File: config.mk
export PLATFORM = sky130hd
export DESIGN_NAME = val_sig_arb_to_receiver_flat
export DESIGN_NICKNAME = d
export VERILOG_FILES = /design/src/rtl/val_sig_arb_to_receiver_if.sv /design/src/rtl/val_sig_arb_to_receiver.sv /design/src/flat_wrapper.sv
export SDC_FILE = /design/constraint.sdc
export NUM_CORES = 1
export LEC_CHECK = 0
export CORE_ASPECT_RATIO = 1.75
export CORE_MARGIN = 2
export CORE_UTILIZATION = 50
export CTS_CLUSTER_DIAMETER = 30
export DETAILED_ROUTE_END_ITERATION = 10
export PLACE_DENSITY = 0.85
export SYNTH_ARGS = -nofsm -noshare
export SYNTH_HDL_FRONTEND = slang
export SYNTH_SLANG_ARGS = --single-unit
File: constraint.sdc
create_clock -name ACLK -period 3.45 [get_ports ACLK]
set_input_delay 0.69 -clock ACLK [delete_from_list [all_inputs] [get_ports ACLK]]
set_output_delay 0.69 -clock ACLK [all_outputs]
set_load 0.01 [all_outputs]
File: src/rtl/val_sig_arb_to_receiver_if.sv
// Per-receiver arbitration bus: request/handshake observation in,
// mux selects and grant status out.
interface val_sig_arb_to_receiver_if #(
    parameter int NUM = 8
);
    localparam int IDX_W = $clog2(NUM);

    logic [NUM-1:0]   aw_req;
    logic             s_awready;
    logic             s_wvalid;
    logic             s_wready;
    logic             s_wlast;
    logic [NUM-1:0]   aw_grant;
    logic [NUM-1:0]   w_select;
    logic [IDX_W-1:0] grant_idx;
    logic             busy;

    // Fabric side: drives requests and receiver handshakes, consumes selects.
    modport master (
        output aw_req, s_awready, s_wvalid, s_wready, s_wlast,
        input  aw_grant, w_select, grant_idx, busy
    );

    // Arbiter side.
    modport slave (
        input  aw_req, s_awready, s_wvalid, s_wready, s_wlast,
        output aw_grant, w_select, grant_idx, busy
    );
endinterface

File: src/rtl/val_sig_arb_to_receiver.sv
// Round-robin arbiter granting one of NUM masters access to a single receiver.
// The AW and W phases of the granted transaction retire independently; the
// grant is released only once both have completed.
module val_sig_arb_to_receiver #(
    parameter int NUM = 8
) (
    input logic                      ACLK,
    input logic                      ARESETn,
    val_sig_arb_to_receiver_if.slave bus
);
    localparam int IDX_W = $clog2(NUM);

    typedef enum logic [1:0] {
        StIdle,
        StAddrData,
        StAddrOnly,
        StDataOnly
    } state_t;

    state_t           state;
    logic [IDX_W-1:0] owner;
    logic [IDX_W-1:0] rr_ptr;
    logic [NUM-1:0]   aw_grant_r;
    logic [NUM-1:0]   w_select_r;
    logic [IDX_W-1:0] grant_idx_r;
    logic             busy_r;

    logic [IDX_W-1:0] pick;
    logic             pick_valid;
    logic [NUM-1:0]   pick_onehot;
    logic [IDX_W-1:0] ptr_next;
    logic             aw_hs;
    logic             w_last_hs;
    logic             done;

    // Round-robin search: first requester at or above rr_ptr, wrapping to 0.
    always_comb begin
        int k;
        logic [IDX_W-1:0] kidx;
        pick       = '0;
        pick_valid = 1'b0;
        k          = 0;
        kidx       = '0;
        for (int i = 0; i < NUM; i++) begin
            k    = (int'(rr_ptr) + i) % NUM;
            kidx = IDX_W'(k);
            if (!pick_valid && bus.aw_req[kidx]) begin
                pick       = kidx;
                pick_valid = 1'b1;
            end
        end
    end

    // Handshake events and completion of the owned transaction.
    always_comb begin
        pick_onehot = NUM'(1) << pick;
        ptr_next    = (owner == IDX_W'(NUM - 1)) ? '0 : owner + 1'b1;
        aw_hs       = bus.aw_req[owner] & bus.s_awready;
        w_last_hs   = bus.s_wvalid & bus.s_wready & bus.s_wlast;
        done        = ((state == StAddrData) && aw_hs && w_last_hs) ||
                      ((state == StAddrOnly) && aw_hs) ||
                      ((state == StDataOnly) && w_last_hs);
    end

    // Arbitration FSM with registered outputs; owner is frozen while busy.
    always_ff @(posedge ACLK or negedge ARESETn) begin
        if (!ARESETn) begin
            state       <= StIdle;
            owner       <= '0;
            rr_ptr      <= '0;
            aw_grant_r  <= '0;
            w_select_r  <= '0;
            grant_idx_r <= '0;
            busy_r      <= 1'b0;
        end else if (done) begin
            state       <= StIdle;
            rr_ptr      <= ptr_next;
            aw_grant_r  <= '0;
            w_select_r  <= '0;
            grant_idx_r <= '0;
            busy_r      <= 1'b0;
        end else begin
            unique case (state)
                StIdle: begin
                    if (pick_valid) begin
                        state       <= StAddrData;
                        owner       <= pick;
                        aw_grant_r  <= pick_onehot;
                        w_select_r  <= pick_onehot;
                        grant_idx_r <= pick;
                        busy_r      <= 1'b1;
                    end
                end
                StAddrData: begin
                    if (aw_hs) begin
                        state      <= StDataOnly;
                        aw_grant_r <= '0;
                    end else if (w_last_hs) begin
                        state      <= StAddrOnly;
                        w_select_r <= '0;
                    end
                end
                StAddrOnly: begin
                    state <= StAddrOnly;
                end
                StDataOnly: begin
                    state <= StDataOnly;
                end
            endcase
        end
    end

    // Outputs come straight from registers.
    assign bus.aw_grant  = aw_grant_r;
    assign bus.w_select  = w_select_r;
    assign bus.grant_idx = grant_idx_r;
    assign bus.busy      = busy_r;

endmodule

File: src/flat_wrapper.sv
// flat-port wrapper written by rule: the top's interface ports become plain ports
module val_sig_arb_to_receiver_flat 
#(
    parameter int NUM = 8
)
  (ACLK, ARESETn, bus_aw_req, bus_s_awready, bus_s_wvalid, bus_s_wready, bus_s_wlast, bus_aw_grant, bus_w_select, bus_grant_idx, bus_busy);
  val_sig_arb_to_receiver_if #(.NUM(NUM)) bus_i ();
  input logic ACLK;
  input logic ARESETn;
  input wire logic [$bits(bus_i.aw_req)-1:0] bus_aw_req;
  input wire logic [$bits(bus_i.s_awready)-1:0] bus_s_awready;
  input wire logic [$bits(bus_i.s_wvalid)-1:0] bus_s_wvalid;
  input wire logic [$bits(bus_i.s_wready)-1:0] bus_s_wready;
  input wire logic [$bits(bus_i.s_wlast)-1:0] bus_s_wlast;
  output wire logic [$bits(bus_i.aw_grant)-1:0] bus_aw_grant;
  output wire logic [$bits(bus_i.w_select)-1:0] bus_w_select;
  output wire logic [$bits(bus_i.grant_idx)-1:0] bus_grant_idx;
  output wire logic [$bits(bus_i.busy)-1:0] bus_busy;
  assign bus_i.aw_req = bus_aw_req;
  assign bus_i.s_awready = bus_s_awready;
  assign bus_i.s_wvalid = bus_s_wvalid;
  assign bus_i.s_wready = bus_s_wready;
  assign bus_i.s_wlast = bus_s_wlast;
  assign bus_aw_grant = bus_i.aw_grant;
  assign bus_w_select = bus_i.w_select;
  assign bus_grant_idx = bus_i.grant_idx;
  assign bus_busy = bus_i.busy;
  val_sig_arb_to_receiver #(.NUM(NUM)) u_core (.ACLK(ACLK), .ARESETn(ARESETn), .bus(bus_i));
endmodule
# After elaboration in Yosys (flattened, before gate mapping)
# Index checks and enable logic that the tools add are counted.
# W data, S select, Z words.
# totals
regBits	28
latchBits	0
ram_bits	0
romBits	0
in_bits	14
elab_cells	121
n_memories	0
# classes
n_addsub	8
multipliers	0
n_div	0
n_lt_le_gt_ge	9
eq_ne	9
shift	1
muxes	54
bitwise_logic	4
n_reduce_logical	29
# ops
operator	n
$mux W8	6
$lt A3 B4 Y1 const B	9
$mux W3	12
$pmux W8 S2	2
$bmux W1 S3	9
$mux W1	20
$add A3 B3 Y3 const B	4
$logic_and A1 B1 Y1	11
$ne A3 B1 Y1 const B	3
$mux W2	4
$pmux W2 S4	1
$shl A1 B3 Y8 const A	1
$logic_not A1 Y1	7
$add A3 B1 Y3 const B	2
$add A3 B2 Y3 const B	2
$reduce_and A3 Y1	2
$eq A2 B2 Y1 const B	2
$ne A4 B1 Y1 const B	1
$reduce_and A2 Y1	2
$reduce_and A4 Y1	1
$reduce_bool A2 Y1	2
$and A1 B1 Y1	3
$eq A3 B3 Y1 const B	1
$ne A3 B3 Y1 const B	1
5 further kinds	6

# Longest topological paths before layout
# depth
ltp_word	28
ltp_mapped	13
depth_no_buf	9

# Worst setup path after synthesis
# OpenSTA, ideal clock, no wires.
# synth_timing
kind	register to register
from	register u_core.rr_ptr[1]
to	register u_core.aw_grant_r[4] (netlist: u_core.bus.aw_grant[4])
setup_ns	0.096
t_arrival_ns	3.281
required_time_ns	3.354
slack_ns	0.073
path_stages_with_launch	14
path_buffers	4
path_cell_list	dfrtp_1 buf_4 buf_2 inv_1 ha_1 buf_6 mux4_2 a2111oi_0 o21a_1 nor2_1 and2_1 or3_1 buf_6 o31ai_1
# synth_between
elab_chain_cells	28
elab_cells_between_ends	59
classes_between	7 x add/sub; 1 x eq/ne; 1 x shift; 35 x mux; 15 x reduce/logical
# synth_lines
element	line	rtl
from (decl)	val_sig_arb_to_receiver.sv:22	logic [IDX_W-1:0] rr_ptr;
from (signal assigned)	val_sig_arb_to_receiver.sv:77	rr_ptr <= ptr_next;
branches (longest 28 deep; another with $add A3 B1 Y3)	--	
to (signal assigned)	val_sig_arb_to_receiver.sv:88	aw_grant_r <= pick_onehot;
to (decl)	val_sig_arb_to_receiver.sv:23	logic [NUM-1:0] aw_grant_r;
# Parallel ways; which one is timed is not known. The select of a mux whose other input is x is not followed.
# A chain may end at the register's enable or synchronous reset.

# Worst setup path after layout
# layout_timing
from	input port bus_aw_req[5]
to	register u_core.aw_grant_r[3] (netlist: u_core.bus.aw_grant[3])
# layout_between
elab_chain_cells	28
elab_cells_between_ends	62
classes_between	2 x eq/ne; 1 x shift; 37 x mux; 1 x bitwise; 21 x reduce/logical
# layout_lines
element	line	rtl
from (decl)	flat_wrapper.sv:10	input wire logic [$bits(bus_i.aw_req)-1:0] bus_aw_req;
$bmux W1 S3	val_sig_arb_to_receiver.sv:47	if (!pick_valid && bus.aw_req[kidx]) begin
$mux W1 (implied by the code)	val_sig_arb_to_receiver.sv:47	
$mux W1	val_sig_arb_to_receiver.sv:47	
$logic_not A1 Y1	val_sig_arb_to_receiver.sv:47	
$logic_and A1 B1 Y1	val_sig_arb_to_receiver.sv:47	
$mux W1	val_sig_arb_to_receiver.sv:47	
$logic_not A1 Y1	val_sig_arb_to_receiver.sv:47	
$logic_and A1 B1 Y1	val_sig_arb_to_receiver.sv:47	
[... 12 more ...]	--	
$mux W1	val_sig_arb_to_receiver.sv:47	
$logic_not A1 Y1	val_sig_arb_to_receiver.sv:47	
$logic_and A1 B1 Y1	val_sig_arb_to_receiver.sv:47	
$mux W3	val_sig_arb_to_receiver.sv:47	
$shl A1 B3 Y8	val_sig_arb_to_receiver.sv:56	pick_onehot = NUM'(1) << pick;
$mux W8	val_sig_arb_to_receiver.sv:85	if (pick_valid) begin
$pmux W8 S2	val_sig_arb_to_receiver.sv:83	unique case (state)
$mux W8	val_sig_arb_to_receiver.sv:75	end else if (done) begin
# Several ways; a longest one is shown, not always the timed one. The select of a mux whose other input is x is not followed.

==> summary.md <==
| Metric | Value |
|---|---|
| CP peak stage delay | `0.56 ns` |
| Mapped Cells | `222` |
| Buf/Inv on CP | `3` |
| Netlist cell types | `55` |
| Register area share after synthesis | `29.9%` |
| Clock Pin Slew Worst Setup and Hold Paths | `0.09 ns` |
| Setup ws final | `0.120 ns` |
| Fin. Hold Viols | `0` |
| Pleak | `1.31 nW` |
| Core area | `4580 um2` |
| Drt total wl | `6280 um` |
| Io pins | `34` |
| Slowest stage cell, crit path | `clkdlybuf4s50_1` |
| DR pass1 iterations | `4` |
| Fraction of registers with async set/reset | `100%` |
| Cell Pwr Density | `1160 nW/um2` |
| Full die area | `5270 um2` |
| Ant diodes | `0` |
| Initial core utilization | `51.1%` |
| Drt via density | `6.36` |
| Max-cap violation count | `0` |
| # H-tree levels | `1` |
| GRT Residual Overflow | `0` |
| Vias in the first global route | `2,175` |
| Worst-case clock buffer depth | `2` |
| Crit. End Element | `flip-flop` |
| Die Y | `94.5 um` |
| Nature of the critical path startpoint | `input pin` |
| Post-synthesis sequential element count | `28` |
| Max Slew Vio Count | `0` |
| Final setup viols | `0` |
| Total CTS buffers | `3` |
| Fin crit share | `96.5%` |
| ANT nets after route | `0` |
| Routability cong. | `0.872` |
| Largest net degree at the start of global routing | `29` |
| Highest clock rate | `300 MHz` |
| Layout cells sized above 1 | `27.9%` |
| Std-Cell Rows | `33` |
| DR iter-0 viols | `60` |
| Initial antenna violation count | `0` |
| Port Buffers | `33` |
| CP required | `3.62 ns` |
| GRT Total Usage | `25.1%` |
| Crit-path leading delay family | `compound AO/OA/AOI/OAI gates` |
| Root Buffer Master | `clkbuf_8` |
| Commonest register cell after synthesis | `dfrtp_1` |
| CTS sink cnt | `28` |
| Peak VDD IR | `892 uV` |
| Post-synth EDFFs | `0` |
| Pre-CTS setup slack | `-0.225 ns` |
| Vias | `2,131` |
| Mapped cell area | `2340 um2` |
| Filler cells | `328` |
| Nets | `302` |
| Critical Path Fanout Max | `10` |
| Slew HR | `57.6%` |
| WL/cell | `18.7 um` |
| Status | `completed` |
| Placed wire-length estimate | `4890 um` |
| Area Growth Syn to Fin | `28.9%` |
| Min Clock Period, post-route | `3.33 ns` |
| Worst EP arrival | `3.50 ns` |
| Post-Route Utilization | `65.8%` |
| DRC | `0` |
| Fin Clk Skew | `0.00105 ns` |
| Hold Buf Count CTS | `0` |
| RSZ-0062 raised after global routing | `false` |
| Crit path kind | `input pin to flip-flop` |
| Die width | `55.7 um` |
| Synthesized Nets | `240` |
| Worst-skew pair later-pin latency | `0.27 ns` |
| Hold/Removal Path Class | `flip-flop to flip-flop` |
| Most frequent CP cell | `buf_4` |
| Syn_area_per_cell | `10.5 um2` |
| CTS tree | `yes` |
| Yosys warning total | `0` |
| First-pass GRT wire length | `10,500 um` |
| Slew @ Worst Pin | `0.636 ns` |
| CP Cell Sequence | `clkdlybuf4s50_1, mux4_2, a2111oi_0, o21a_1, buf_4, o32ai_4, a22oi_1, buf_4, o21bai_2, o31ai_1` |
## where the power goes
group          internal (mW)  switching (mW)
registers              0.461           0.135
clock network          0.102          0.0961
logic                   1.30            1.40
total                   1.86            1.64
## placed cells by master, fill, tap and decap left out, drive strengths merged, types with 5 or more instances in the layout
cell type	instances
o31ai	19
clkdlybuf4s50	32
inv	8
mux2i	10
a21oi	6
o21ai	8
mux4	17
mux2	7
buf	39
nand3	5
o211ai	5
dfrtp	28
nor2	7
nand2	35
## flip-flops by register name, summed over array words and instances (netlist names)
| signal | cells |
|---|---|
| u_core.bus.w_select | 8 |
| u_core.owner | 3 |
| u_core.state | 2 |
| u_core.bus.busy | 1 |
| u_core.bus.grant_idx | 3 |
| u_core.rr_ptr | 3 |
| u_core.bus.aw_grant | 8 |
## timing repair
item,CTS,global route
buffers inserted,0,1
endpoints found under the setup margin,0,10
gates resized for setup,0,3
## path summary, 6_finish.rpt
kind                                                   start                                  to  slack (ns)  cells after the start
worst min register to register   u_core.bus.busy$_DFFE_PN0P_         u_core.bus.busy$_DFFE_PN0P_        0.49                      2
worst min-delay path             u_core.bus.busy$_DFFE_PN0P_         u_core.bus.busy$_DFFE_PN0P_        0.49                      2
worst max register to register  u_core.rr_ptr[0]$_DFFE_PN0N_  u_core.bus.aw_grant[3]$_DFFE_PN0P_        0.20                     10
max in group asynchronous                            ARESETn  u_core.bus.aw_grant[0]$_DFFE_PN0P_        2.39                      2
worst max-delay path                           bus_aw_req[5]  u_core.bus.aw_grant[3]$_DFFE_PN0P_        0.12                     10
min in group asynchronous                            ARESETn         u_core.bus.busy$_DFFE_PN0P_        0.79                      2
## tightest hold or removal path: cells and delay by family, from the launching register on
family / cells / cell delay (ns)
and+or+nand+nor: 2 / 0.10
DFF: 1 / 0.35
## routing by layer
metal  vias up  global-route usage (%)  routed length, um
li1        979                       -                  -
met1      1063                    27.7               2240
met2        76                    49.7               3680
met3        13                   0.685                211
met4         0                    9.76                142
met5         -                       0                  0
## logic make-up (layout without fill, tap and decap cells)
group           count (synthesis)  after routing  synth area share (%)
fa+ha+maj                       4              4                  2.14
mux                            34             34                  25.1
xor+xnor                        4              4                  1.50
buf+inv                        23             84                  5.50
simple gates                   66             66                  13.9
compound gates                 63             63                  21.9
flops                          28             28                  29.9
## cell type report
type	count	area, um2	area share, %
multi-input cells	171	1520	50.2
flip-flops and latches	28	701	23.2
repair buffers	72	651	21.6
well taps	52	65.1	2.16
clock buffers	4	55.1	1.82
inverters	8	30.0	0.995
## synth_stat cells (all sizes together), types with 2 or more instances
cell type  count  area share, %
a2111oi        2           0.75
a21o           3           0.96
a21oi          6            1.4
a22oi          2           0.64
a31oi          4            1.1
buf            9            3.3
clkbuf         6           0.96
dfrtp         28             30
ha             4            2.1
inv            8            1.3
mux2           7            3.5
mux2i         10            4.4
mux4          17             17
nand2         35            5.6
nand2b         4            1.4
nand3          5            1.1
nor2           7            1.1
nor2b          4            1.1
nor3           2           0.43
o211ai         5            1.6
o21ai          8            1.7
o221a          2           0.96
o22ai          2           0.53
o31ai         19            7.4
xnor2          2           0.75
xor2           2           0.75
## metrics by stage
| step | setup TNS, ns | total power [mW] | hold WS, ns | area (um2) | instances |
|---|---|---|---|---|---|
| 2_1_floorplan | 0 | 2.30 | 0.394 | 2340 | 222 |
| 3_3_place_gp | -1.10 | 3.17 | 0.460 | 2950 | 330 |
| 3_5_place_dp | -2.33 | 3.25 | 0.464 | 2950 | 330 |
| 4_1_cts | 0 | 3.46 | 0.486 | 3000 | 334 |
| 5_1_grt | 0 | 3.76 | 0.512 | 3020 | 335 |
| 6_report | 0 | 3.49 | 0.485 | 3020 | 335 |
Power figures use the tool's default switching activity.
==> edit 1: new RTL, config.mk and constraints unchanged <==
The 4 states of `state_t` get a one-hot encoding in 4 bits.
--- a/src/rtl/val_sig_arb_to_receiver.sv
+++ b/src/rtl/val_sig_arb_to_receiver.sv
@@ -10,11 +10,11 @@
 );
     localparam int IDX_W = $clog2(NUM);
 
-    typedef enum logic [1:0] {
-        StIdle,
-        StAddrData,
-        StAddrOnly,
-        StDataOnly
+    typedef enum logic [3:0] {
+        StIdle     = 4'b0001,
+        StAddrData = 4'b0010,
+        StAddrOnly = 4'b0100,
+        StDataOnly = 4'b1000
     } state_t;
 
     state_t           state;
Function: no difference found for any inputs over 4 cycles, from zero or initial values and one cycle with ARESETn low; so few cycles prove little.
==> edit 1 against the unedited design <==
- synthesized area is 3.0% higher
- utilization fell by 0.58 points
- final area increased by 0.91%
- worst setup slack better by 0.047 ns
- highest routed layer unchanged
- cell count is 0.90% higher
- wire length shrank 1.0%
- total power is 6.1% lower
- non-clock buffer count decreased by 19
- sequential cell count grew 2
- sequential power shrank 8.2%
- die area is 2.9% higher
- critical endpoint unchanged
==> edit 1: results (changes against the unedited design) <==
Wl on met1: 2281 um (+1.6%)
GRT Overall Usage: 25.06% (about the same)
Hold path startpoint: u_core.bus.w_select[3]
Worst Hold Path EP: u_core.bus.w_select[3]
Post-synth top cells: dfrtp_1, nand2_1, inv_1
Met2 GRT Util: 46.22% (-3.5 points)
Leakage: 1.255 nW (-4.2%)
Max VDD drop: 0.7164 mV (-20%)
Pin count of the biggest net entering global routing: 31 (+6.9%)
Layout Cells excl Fill: 338 (+0.90%)
M1 GR Usage: 25.94% (-1.7 points)
Post-Synth Adder-Cell Area: 2.075% (-0.063 points)
First-pass GRT wire length: 10600 um (+0.92%)
RD Place Congestion: 0.9356 (+7.3%)
Wirelength per Cell: 18.39 um (-1.9%)
Switch share: 46.34% (-0.46 points)
Clock-net power: 441 uW (+120%)
Mux cell area share after synthesis: 22.67% (-2.5 points)
Critical Path Max Stage Delay: 0.64 ns (+0.08 ns)
R2r setup slk: 0.26 ns (+0.06 ns)
Worst R2R Path Depth: 11 (+1)
Post-placement setup slack: -0.1118 ns (+0.1134 ns)
Final Cycle Share: 95.16% (-1.4 points)
Status: complete, no violations
Vias/cell: 6.462 (+1.6%)
Cell count after synthesis: 237 (+6.8%)
Pwr/cell area: 1078 mW/mm^2 (-6.9%)
Share of cells above drive strength 1: 21.33% (-6.6 points)
Met2 WL: 3386 um (-8.1%)
FF-to-FF End: u_core.bus.aw_grant[6]
Complex-gate fraction of the synthesized area: 22.56% (+0.65 points)
R2R Path Start: u_core.rr_ptr[1]
Placed Instance Area: 0.002880 mm^2 (-2.3%)
Sequential share of the synthesized area: 31.17% (+1.2 points)
Detailed placement HPWL: 4751 um (-2.8%)
Post-synthesis xor/xnor area fraction: 1.763% (+0.27 points)
Worst clock skew: 0.006977 ns (+0.005929 ns)
H-tree depth: 2 (+1)
-- edit 1: final cells by class --
class / count / area [um^2]
Fill cell: 362 / 1622
Multi-Input combinational cell: 175 / 1525
Sequential cell: 30 / 752.0
Timing Repair Buffer: 53 / 484.2
Clock buffer: 6 / 82.58
Inverter: 20 / 75.07
Tap cell: 52 / 65.06
Clock inverter: 2 / 60.06
-- edit 1: worst max path at each step --
stage | endpoint | cells past startpoint | start
6_report | u_core.bus.aw_grant[3] | 8 | bus_aw_req[2]
3_3_place_gp | u_core.bus.aw_grant[6] | 9 | bus_aw_req[1]
4_1_cts | u_core.bus.aw_grant[6] | 9 | bus_aw_req[6]
5_1_grt | u_core.bus.aw_grant[6] | 8 | bus_aw_req[3]
2_1_floorplan | u_core.bus.aw_grant[1] | 13 | u_core.rr_ptr[1]
3_5_place_dp | u_core.bus.aw_grant[5] | 9 | bus_aw_req[4]
==> edit 2: new RTL, same settings <==
Without the edit above. `NUM` is set to 8 in 3 places; all go to 16.
--- a/src/rtl/val_sig_arb_to_receiver_if.sv
+++ b/src/rtl/val_sig_arb_to_receiver_if.sv
@@ -1,7 +1,7 @@
 // Per-receiver arbitration bus: request/handshake observation in,
 // mux selects and grant status out.
 interface val_sig_arb_to_receiver_if #(
-    parameter int NUM = 8
+    parameter int NUM = 16
 );
     localparam int IDX_W = $clog2(NUM);
 
--- a/src/rtl/val_sig_arb_to_receiver.sv
+++ b/src/rtl/val_sig_arb_to_receiver.sv
@@ -2,7 +2,7 @@
 // The AW and W phases of the granted transaction retire independently; the
 // grant is released only once both have completed.
 module val_sig_arb_to_receiver #(
-    parameter int NUM = 8
+    parameter int NUM = 16
 ) (
     input logic                      ACLK,
     input logic                      ARESETn,
--- a/src/flat_wrapper.sv
+++ b/src/flat_wrapper.sv
@@ -1,7 +1,7 @@
 // flat-port wrapper written by rule: the top's interface ports become plain ports
 module val_sig_arb_to_receiver_flat 
 #(
-    parameter int NUM = 8
+    parameter int NUM = 16
 )
   (ACLK, ARESETn, bus_aw_req, bus_s_awready, bus_s_wvalid, bus_s_wready, bus_s_wlast, bus_aw_grant, bus_w_select, bus_grant_idx, bus_busy);
   val_sig_arb_to_receiver_if #(.NUM(NUM)) bus_i ();
Ports: changed (resized bus_aw_grant, bus_aw_req, bus_grant_idx and bus_w_select); port bits go from 34 to 59. No check against the original RTL was run, so the function may have changed too.
==> edit 2 against the unedited design <==
- the flow now stops in global routing (5_1_grt)
- synthesized area is 110% higher
- synthesized cell count grew 120%
==> edit 2: results (changes against the unedited design) <==
Status: stopped before the end
Fail Step: global routing (5_1_grt)
Run Error: [ERROR GRT-0232] Routing congestion too high. Check the congestion heatmap in the GUI.
Post-synthesis xor/xnor area fraction: 2.228% (+0.73 points)
Post-Synth Adder-Cell Area: 2.253% (+0.12 points)
DP Cell Count: 799 (+140%)
Post-synthesis async set-or-reset flop share: 100.0% (unchanged)
Pin count of the biggest net entering global routing: 48
Post-synth top cells: nand2_1, dfrtp_1, mux2i_1, mux4_2, nor2_1
PortBufs: 58 (+76%)
Clk Tree Root Cell: clkbuf_16
Synthesis Warnings: 0 (unchanged)
Mux cell area share after synthesis: 26.44% (+1.3 points)
RD Place Congestion: 1.097 (+26%)
Detailed placement HPWL: 15610 um (+220%)
Sequential share of the synthesized area: 23.54% (-6.4 points)
CTS max path bufs: 2 (unchanged)
Mapped Nets: 517 (+120%)
Synth unique cells: 84 (+53%)
Complex-gate fraction of the synthesized area: 22.83% (+0.92 points)
Worst-path end type: sequential cell input
Grt repair worst endpoint: u_core.bus.w_select[14]$_DFFE_PN0P_/D
Yosys reg bits: 47 (+68%)
CTS buffer count: 5 (+2)
Average size of a mapped cell: 10.28 um^2 (-2.5%)
Total congestion overflow: 42
Synth Flop Type: dfrtp_1
Synth top area cells: dfrtp_1, mux4_2, nand2_1, mux4_1, o41ai_2
H-tree depth: 2 (+1)
GRT Overall Usage: 72.14%
[edit 2: changes by cell type after synthesis, moves of 14 or more]
cell	unedited run	this run
nand2_1	35	77
dfrtp_1	28	47
nor2_1	7	25
mux2i_1	9	25
o41ai_1	0	16
o41ai_2	0	16
a21oi_1	5	19
[edit 2: logic make-up after synthesis]
group | Yosys count
AOI/OAI and AO/OA | 131
xor gates and xnor gates | 11
and+or+nand+nor | 163
buffers and inverters | 45
DFF | 47
adders and majority gates | 9
muxes | 80
[edit 2: timing repair]
action | in CTS
pin swaps | 37
cloned | 7
endpoints found under the setup margin | 42
buffers inserted | 40
resized for setup | 115
[edit 2: layer usage]
metal	GRT overflow	GRT usage, %
met5	0	5.000
met2	20	90.71
met1	0	71.93
met3	0	51.00
met4	22	77.87
[edit 2: through the flow]
stage | TNS, ns | hold slack [ns] | worst slack [ns] | instance area, um^2
after floorplan | -18.45 | 0.3944 | -0.5558 | 5187
after global placement | -42.51 | 0.4623 | -1.164 | 6949
after detailed placement | -46.27 | 0.4695 | -1.301 | 6949
after CTS | -17.21 | 0.4975 | -0.5342 | 8218
